==> src/rtl/int_injector_if.sv <==
// Bench-side bus of the interrupt injector: CPU observation, trigger config and status.
// The master modport drives the CPU/config side; the slave modport is the injector.
interface int_injector_if #(
    parameter int IDX_W   = 2,
    parameter int CNT_W   = 4,
    parameter int TOTAL_W = 16
);
    logic [31:0]        macroscopic_pc;
    logic [31:0]        m_int_addr;
    logic [3:0]         m_int_byteen;
    logic               cfg_we;
    logic [IDX_W-1:0]   cfg_idx;
    logic [31:0]        cfg_pc;
    logic [CNT_W-1:0]   cfg_count;
    logic               interrupt;
    logic [IDX_W-1:0]   fire_idx;
    logic [TOTAL_W-1:0] fire_total;
    logic               busy;
    logic               timeout_err;

    modport master (
        output macroscopic_pc, m_int_addr, m_int_byteen,
        output cfg_we, cfg_idx, cfg_pc, cfg_count,
        input  interrupt, fire_idx, fire_total, busy, timeout_err
    );

    modport slave (
        input  macroscopic_pc, m_int_addr, m_int_byteen,
        input  cfg_we, cfg_idx, cfg_pc, cfg_count,
        output interrupt, fire_idx, fire_total, busy, timeout_err
    );
endinterface

==> src/rtl/int_injector.sv <==
// Multi-channel PC-triggered interrupt generator for the P7 MIPS bench.
// Optional macro INT_INJ_TIMEOUT_EN adds a no-ack timeout with sticky timeout_err.
module int_inj_chan #(
    parameter int CNT_W = 4
) (
    input  logic             clk,
    input  logic             reset,
    input  logic             ld,
    input  logic [31:0]      ld_pc,
    input  logic [CNT_W-1:0] ld_cnt,
    input  logic             dec,
    input  logic [31:0]      cur_pc,
    output logic             match
);
    logic [31:0]      pc;
    logic [CNT_W-1:0] cnt;

    // A config load beats a same-edge decrement.
    always_ff @(posedge clk) begin
        if (reset) begin
            pc  <= '0;
            cnt <= '0;
        end else if (ld) begin
            pc  <= ld_pc;
            cnt <= ld_cnt;
        end else if (dec) begin
            cnt <= cnt - CNT_W'(1);
        end
    end

    assign match = (cnt != '0) && ((cur_pc & ~32'h3) == (pc & ~32'h3));
endmodule

module int_injector #(
    parameter int          NUM_TRIG = 4,
    parameter int          CNT_W    = 4,
    parameter logic [31:0] ACK_ADDR = 32'h0000_7f20,
    parameter int          HOLDOFF  = 2,
    parameter int          TIMEOUT  = 1024,
    parameter int          TOTAL_W  = 16
) (
    input logic           clk,
    input logic           reset,
    int_injector_if.slave bus
);
    localparam int IDX_W = (NUM_TRIG > 1) ? $clog2(NUM_TRIG) : 1;
    localparam int HW    = (HOLDOFF > 0) ? $clog2(HOLDOFF + 1) : 1;

    if (NUM_TRIG < 1 || NUM_TRIG > 16 || TIMEOUT < 1) begin : g_param_check
        $error("int_injector: NUM_TRIG must be 1..16 and TIMEOUT >= 1");
    end

    typedef enum logic [1:0] {IDLE, ASSERT, HOLD} state_t;

    state_t              state;
    logic [HW-1:0]       hcnt;
    logic [NUM_TRIG-1:0] match, ld, dec;
    logic                any_match;
    logic [IDX_W-1:0]    winner;
    logic                ack;
    logic                to_hit;

    for (genvar i = 0; i < NUM_TRIG; i++) begin : g_chan
        // Out-of-range cfg_idx matches no channel, so it is dropped here.
        assign ld[i]  = bus.cfg_we && (bus.cfg_idx == IDX_W'(i));
        assign dec[i] = (state == IDLE) && any_match && (winner == IDX_W'(i));

        int_inj_chan #(.CNT_W(CNT_W)) u_chan (
            .clk    (clk),
            .reset  (reset),
            .ld     (ld[i]),
            .ld_pc  (bus.cfg_pc),
            .ld_cnt (bus.cfg_count),
            .dec    (dec[i]),
            .cur_pc (bus.macroscopic_pc),
            .match  (match[i])
        );
    end

    // Lowest matching index wins: scan downward so the last hit is the lowest.
    always_comb begin
        any_match = 1'b0;
        winner    = '0;
        for (int i = NUM_TRIG - 1; i >= 0; i--) begin
            if (match[i]) begin
                any_match = 1'b1;
                winner    = IDX_W'(i);
            end
        end
    end

    assign ack = (|bus.m_int_byteen) && ((bus.m_int_addr & ~32'h3) == ACK_ADDR);

`ifdef INT_INJ_TIMEOUT_EN
    localparam int TW = (TIMEOUT > 1) ? $clog2(TIMEOUT) : 1;
    logic [TW-1:0] tcnt;
    logic          terr;

    assign to_hit          = (tcnt == TW'(TIMEOUT - 1));
    assign bus.timeout_err = terr;

    // An ack on the timeout cycle wins and leaves the error flag alone.
    always_ff @(posedge clk) begin
        if (reset) begin
            tcnt <= '0;
            terr <= 1'b0;
        end else if (state == ASSERT) begin
            if (!ack && to_hit) terr <= 1'b1;
            tcnt <= (ack || to_hit) ? '0 : tcnt + TW'(1);
        end else begin
            tcnt <= '0;
        end
    end
`else
    assign to_hit          = 1'b0;
    assign bus.timeout_err = 1'b0;
`endif

    always_ff @(posedge clk) begin
        if (reset) begin
            state          <= IDLE;
            hcnt           <= '0;
            bus.interrupt  <= 1'b0;
            bus.fire_idx   <= '0;
            bus.fire_total <= '0;
            bus.busy       <= 1'b0;
        end else begin
            case (state)
                IDLE: begin
                    if (any_match) begin
                        state         <= ASSERT;
                        bus.interrupt <= 1'b1;
                        bus.busy      <= 1'b1;
                        bus.fire_idx  <= winner;
                        if (bus.fire_total != '1)
                            bus.fire_total <= bus.fire_total + TOTAL_W'(1);
                    end
                end
                ASSERT: begin
                    if (ack || to_hit) begin
                        bus.interrupt <= 1'b0;
                        if (HOLDOFF == 0) begin
                            state    <= IDLE;
                            bus.busy <= 1'b0;
                        end else begin
                            state <= HOLD;
                            hcnt  <= HW'(HOLDOFF);
                        end
                    end
                end
                HOLD: begin
                    if (hcnt <= HW'(1)) begin
                        state    <= IDLE;
                        hcnt     <= '0;
                        bus.busy <= 1'b0;
                    end else begin
                        hcnt <= hcnt - HW'(1);
                    end
                end
                default: begin
                    state         <= IDLE;
                    bus.interrupt <= 1'b0;
                    bus.busy      <= 1'b0;
                end
            endcase
        end
    end
endmodule

==> src/flat_wrapper.sv <==
// flat-port wrapper written by rule: the top's interface ports become plain ports
module int_injector_flat 
#(
    parameter int          NUM_TRIG = 4,
    parameter int          CNT_W    = 4,
    parameter logic [31:0] ACK_ADDR = 32'h0000_7f20,
    parameter int          HOLDOFF  = 2,
    parameter int          TIMEOUT  = 1024,
    parameter int          TOTAL_W  = 16
)
  (clk, reset, bus_macroscopic_pc, bus_m_int_addr, bus_m_int_byteen, bus_cfg_we, bus_cfg_idx, bus_cfg_pc, bus_cfg_count, bus_interrupt, bus_fire_idx, bus_fire_total, bus_busy, bus_timeout_err);
  int_injector_if #(.IDX_W((2)), .CNT_W(CNT_W), .TOTAL_W(TOTAL_W)) bus_i ();
  input logic clk;
  input logic reset;
  input wire logic [$bits(bus_i.macroscopic_pc)-1:0] bus_macroscopic_pc;
  input wire logic [$bits(bus_i.m_int_addr)-1:0] bus_m_int_addr;
  input wire logic [$bits(bus_i.m_int_byteen)-1:0] bus_m_int_byteen;
  input wire logic [$bits(bus_i.cfg_we)-1:0] bus_cfg_we;
  input wire logic [$bits(bus_i.cfg_idx)-1:0] bus_cfg_idx;
  input wire logic [$bits(bus_i.cfg_pc)-1:0] bus_cfg_pc;
  input wire logic [$bits(bus_i.cfg_count)-1:0] bus_cfg_count;
  output wire logic [$bits(bus_i.interrupt)-1:0] bus_interrupt;
  output wire logic [$bits(bus_i.fire_idx)-1:0] bus_fire_idx;
  output wire logic [$bits(bus_i.fire_total)-1:0] bus_fire_total;
  output wire logic [$bits(bus_i.busy)-1:0] bus_busy;
  output wire logic [$bits(bus_i.timeout_err)-1:0] bus_timeout_err;
  assign bus_i.macroscopic_pc = bus_macroscopic_pc;
  assign bus_i.m_int_addr = bus_m_int_addr;
  assign bus_i.m_int_byteen = bus_m_int_byteen;
  assign bus_i.cfg_we = bus_cfg_we;
  assign bus_i.cfg_idx = bus_cfg_idx;
  assign bus_i.cfg_pc = bus_cfg_pc;
  assign bus_i.cfg_count = bus_cfg_count;
  assign bus_interrupt = bus_i.interrupt;
  assign bus_fire_idx = bus_i.fire_idx;
  assign bus_fire_total = bus_i.fire_total;
  assign bus_busy = bus_i.busy;
  assign bus_timeout_err = bus_i.timeout_err;
  int_injector #(.NUM_TRIG(NUM_TRIG), .CNT_W(CNT_W), .ACK_ADDR(ACK_ADDR), .HOLDOFF(HOLDOFF), .TIMEOUT(TIMEOUT), .TOTAL_W(TOTAL_W)) u_core (.clk(clk), .reset(reset), .bus(bus_i));
endmodule
==> config.mk <==
export PLATFORM = sky130hd
export DESIGN_NAME = int_injector_flat
export DESIGN_NICKNAME = d
export VERILOG_FILES = /design/src/rtl/int_injector_if.sv /design/src/rtl/int_injector.sv /design/src/flat_wrapper.sv
export SDC_FILE = /design/constraint.sdc
export NUM_CORES = 1
export LEC_CHECK = 0
export CORE_MARGIN = 2
export CORE_UTILIZATION = 55
export DETAILED_ROUTE_END_ITERATION = 8
export GPL_ROUTABILITY_DRIVEN = 0
export PLACE_DENSITY = 0.82
export SLEW_MARGIN = 20
export SYNTH_ARGS = -nofsm -noshare
export SYNTH_HDL_FRONTEND = slang
export SYNTH_SLANG_ARGS = --single-unit
==> constraint.sdc <==
create_clock -name clk -period 4.35 [get_ports clk]
set_input_delay 0.87 -clock clk [delete_from_list [all_inputs] [get_ports clk]]
set_output_delay 0.87 -clock clk [all_outputs]
set_load 0.005 [all_outputs]
==> results.md <==
* VDD IR max at 294 uV
* Overall power consumption at 3.44 mW
* Final clock period utilization by the worst path at 0.836
* Post-route core utilization at 0.700
* Die area at 14900 um2
* CP max stage cell: sky130_fd_sc_hd__nor4_1
* Largest cells by area after synthesis: sky130_fd_sc_hd__dfxtp_1 (42%), sky130_fd_sc_hd__nand2_1 (13%), sky130_fd_sc_hd__xor2_1 (10%)
* Classification of the worst setup path: input port to register
* Min setup slack post-route at 0.715 ns
* CTS tree: built
* Adder-Cell Fraction of Synth Area at 0.0146
* Fillers at 1115
* GRT Total Usage at 0.275
* Cells along the critical path: clkdlybuf4s50_1 > xor2_1 > nor4_1 > nand2_1 > nor4_1 > o41ai_2 > buf_4 > or4_1 > a21oi_1
* Cell at the root of the clock tree: sky130_fd_sc_hd__clkbuf_16
* Max-cap violations at 0
* Leading area contributor after synthesis: sky130_fd_sc_hd__dfxtp_1
* Antenna violations before repair at 0
* Yosys reg bits at 160
* Mean instance size in the synthesized netlist at 7.94 um2
* Area of placed instances at 9030 um2
* Wire length of the first global-routing pass at 32100 um
* Clock buffer depth at 2
* Run status: finished, final reports clean
* Fraction of synthesized cell area in xor and xnor cells at 0.145
* Arrival @ worst endpoint at 3.99 ns
* Clock transition time at the flip-flop clock pins of the worst setup and hold paths at 0.06 ns
* Worst clock skew on the final layout at 0.00964 ns
* Worst Setup Slack post-DPL at 0.406 ns
* Kind of capture point of the worst setup path: register
* Count of flip-flops with a built-in enable after synthesis at 0
* Static leakage at 3.49 nW
* Number of setup buffers added after CTS at 0
* Synthesized netlist net count at 1086
* Post-detailed-route count of antenna-violating nets at 0
* Unique cell type count in the Yosys netlist at 47
* Count of vias placed by the detailed router at 7110
* Number of rows in the core area at 43
* Global-route congestion overflow total at 0
* Yosys top cell area share at 0.417
* Final std cell area, no fill at 9640 um2
* Ratio of cells with drive above 1 in the final layout at 0.0566
* Clock insertion delay at the later pin of the skew report at 0.43 ns
* Nets at 1184
* Final hold violation count at 0
* Seq. cell area at 3200 um2
* Number of global-route vias before repair at 6412
* CTS hold repair buffers at 0
* Horizontal extent of the die at 122 um
* Main combinational cell family by area after synthesis: simple AND/OR/NAND/NOR gates
* I/O Buffers at 122
* Io pins at 130
* First-pass DRT Iterations at 5
* Setup_tns at 0 ns
* Pin count of the biggest net entering global routing at 87
* Signed area change from the synthesized netlist to the final layout at 25.4%
* Num Clock Sinks at 160
* Portion of netlist area occupied by mux cells at 0.0114
* Yosys warns at 0
* Core Area at 13800 um2
* Worst min-delay path category: register to register
* DRC violation total after the first TritonRoute iteration at 629
* # setup viols final at 0
* Async SR Flop Fraction at 0
* Power Dens Cells at 357 nW/um2
* Synth Area in Compound Gates at 0.127
* CTS Buf Count at 17
* RSZ-0062 raised after global routing: false
* CTS H-tree lvls at 4
* Maximum frequency from static timing analysis at 0.275 GHz
* Combined area of the multi-input logic cells at 4260 um2
* Routed length per placed instance at 16.0 um
* HPWL after DPL at 13800 um
* Via density per instance at 5.65
* Critical path required time at 4.70 ns
* Antenna fix cells at 0
* Gate family responsible for the most delay along the worst path: simple AND/OR/NAND/NOR gates
* Post-synthesis instance total at 968
* Critical path buffers and inverters at 2
* Part of the Yosys area used for sequential elements at 0.417
* Number of design rule violations left after detail routing at 0
* Initial Util at 0.558
* Most instantiated flip-flop cell in the synthesis netlist: sky130_fd_sc_hd__dfxtp_1
* Routed wire length at 20100 um
* Largest fanout on the critical path at 31
* Final-report max-slew violation count at 0
* Cell with the most instances on the worst path: sky130_fd_sc_hd__nor4_1
* Resize count post-CTS at 0
* Post-synthesis share of cell area spent on and, or, nand and nor gates at 0.252
* Critical Path Start Type: input port
* Synth Cell Area at 7690 um2
* Transition time at the pin with the least slew margin at 0.870 ns
* Die outline height at 122 um
* Max incr delay on CP at 0.58 ns
* Slew Limit Headroom at 0.420
* Clock period minus final worst setup slack at 3.64 ns
==> metrics by stage <==
step | cells | hold slack (ns)
after floorplan | 968 | 0.448
after global placement | 1227 | 0.440
after detailed placement | 1227 | 0.447
after CTS | 1258 | 0.455
after global routing | 1258 | 0.482
final | 1258 | 0.452
==> layout make-up <==
| class | count | share of cell area |
|---|---|---|
| clock inverters | 11 | 0.0160 |
| clock buffers | 20 | 0.0463 |
| well taps | 180 | 0.0234 |
| multi-input cells | 741 | 0.442 |
| flip-flops and latches | 160 | 0.332 |
| repair buffers | 134 | 0.136 |
| inverters | 12 | 0.00467 |
==> cells in the mapped netlist, types with 5 or more instances <==
cell / instances
sky130_fd_sc_hd__a21oi_1: 137
sky130_fd_sc_hd__or4_1: 8
sky130_fd_sc_hd__o21ai_0: 6
sky130_fd_sc_hd__nand4_1: 14
sky130_fd_sc_hd__nand3_1: 14
sky130_fd_sc_hd__dfxtp_1: 160
sky130_fd_sc_hd__mux2_2: 6
sky130_fd_sc_hd__ha_1: 9
sky130_fd_sc_hd__a211oi_1: 13
sky130_fd_sc_hd__xnor2_1: 36
sky130_fd_sc_hd__inv_1: 12
sky130_fd_sc_hd__nor4_1: 38
sky130_fd_sc_hd__buf_1: 6
sky130_fd_sc_hd__nor2_1: 30
sky130_fd_sc_hd__xor2_1: 91
sky130_fd_sc_hd__nor3b_1: 5
sky130_fd_sc_hd__nor3_1: 9
sky130_fd_sc_hd__clkbuf_1: 46
sky130_fd_sc_hd__nand2_1: 264
sky130_fd_sc_hd__and4_1: 5
sky130_fd_sc_hd__o31ai_1: 8
==> layer usage <==
| layer | vias up | wire length [um] | global-route usage |
|---|---|---|---|
| met5 | - | 0 | 0 |
| met4 | 0 | 435 | 0.0898 |
| met3 | 34 | 1270 | 0.0623 |
| met2 | 242 | 9570 | 0.439 |
| met1 | 3361 | 8820 | 0.370 |
| li1 | 3473 | - | - |
==> sequential cells by signal (all words and copies together) (netlist names) <==
signal                    cells
u_core.bus.busy               1
u_core.bus.fire_idx           2
u_core.bus.fire_total        16
u_core.bus.interrupt          1
u_core.g_chan.u_chan.cnt     16
u_core.g_chan.u_chan.pc     120
u_core.hcnt                   2
u_core.state                  2
==> placed cells by master (no fill, tap or decap), drive strengths merged, types with 4 or more instances in the layout <==
cell and n:
o31ai 8, nand4 14, a211oi 13, buf 13, clkbuf 20, nor3 10
nor2b 4, nor4 40, a21oi 137, nand2 264, xor2 91, o21ai 6
dfxtp 160, or4 8, mux2 6, and3 4, clkdlybuf4s50 121, nand3 14
and4 5, inv 15, ha 9, xnor2 36, nor3b 5, nor2 30
nand2b 4, or2 4
==> final timing paths <==
kind,to,depth (start not counted),slack (ns),start
setup / recovery,u_core.bus.fire_total[6]$_SDFFE_PP0P_,9,0.71,bus_macroscopic_pc[12]
hold / removal,u_core.bus.interrupt$_SDFFE_PP0P_,2,0.45,u_core.bus.interrupt$_SDFFE_PP0P_
setup reg to reg,u_core.bus.fire_total[6]$_SDFFE_PP0P_,8,1.45,u_core.g_chan[3].u_chan.pc[28]$_SDFFE_PP0P_
hold reg to reg,u_core.bus.interrupt$_SDFFE_PP0P_,2,0.45,u_core.bus.interrupt$_SDFFE_PP0P_
==> tightest hold or removal path: cells and delay by family, from the launching register on <==
| kind | cells | cell delay (ns) |
|---|---|---|
| simple gates | 1 | 0.05 |
| compound gates | 1 | 0.05 |
| flops | 1 | 0.31 |
==> logic make-up after synthesis <==
kind of cell | Yosys count
other cells | 1
fa+ha+maj | 9
flops | 160
compound gates | 177
simple gates | 419
xor+xnor | 127
mux | 8
buf+inv | 67
==> where the power goes <==
group / leakage (nW) / internal (mW) / switching, mW / total (mW)
logic: 1.91 / 0.170 / 0.197 / 0.367
clock network: 0.287 / 0.921 / 0.614 / 1.53
registers: 1.30 / 1.51 / 0.0292 / 1.54
(Power assumes the default switching activity.)
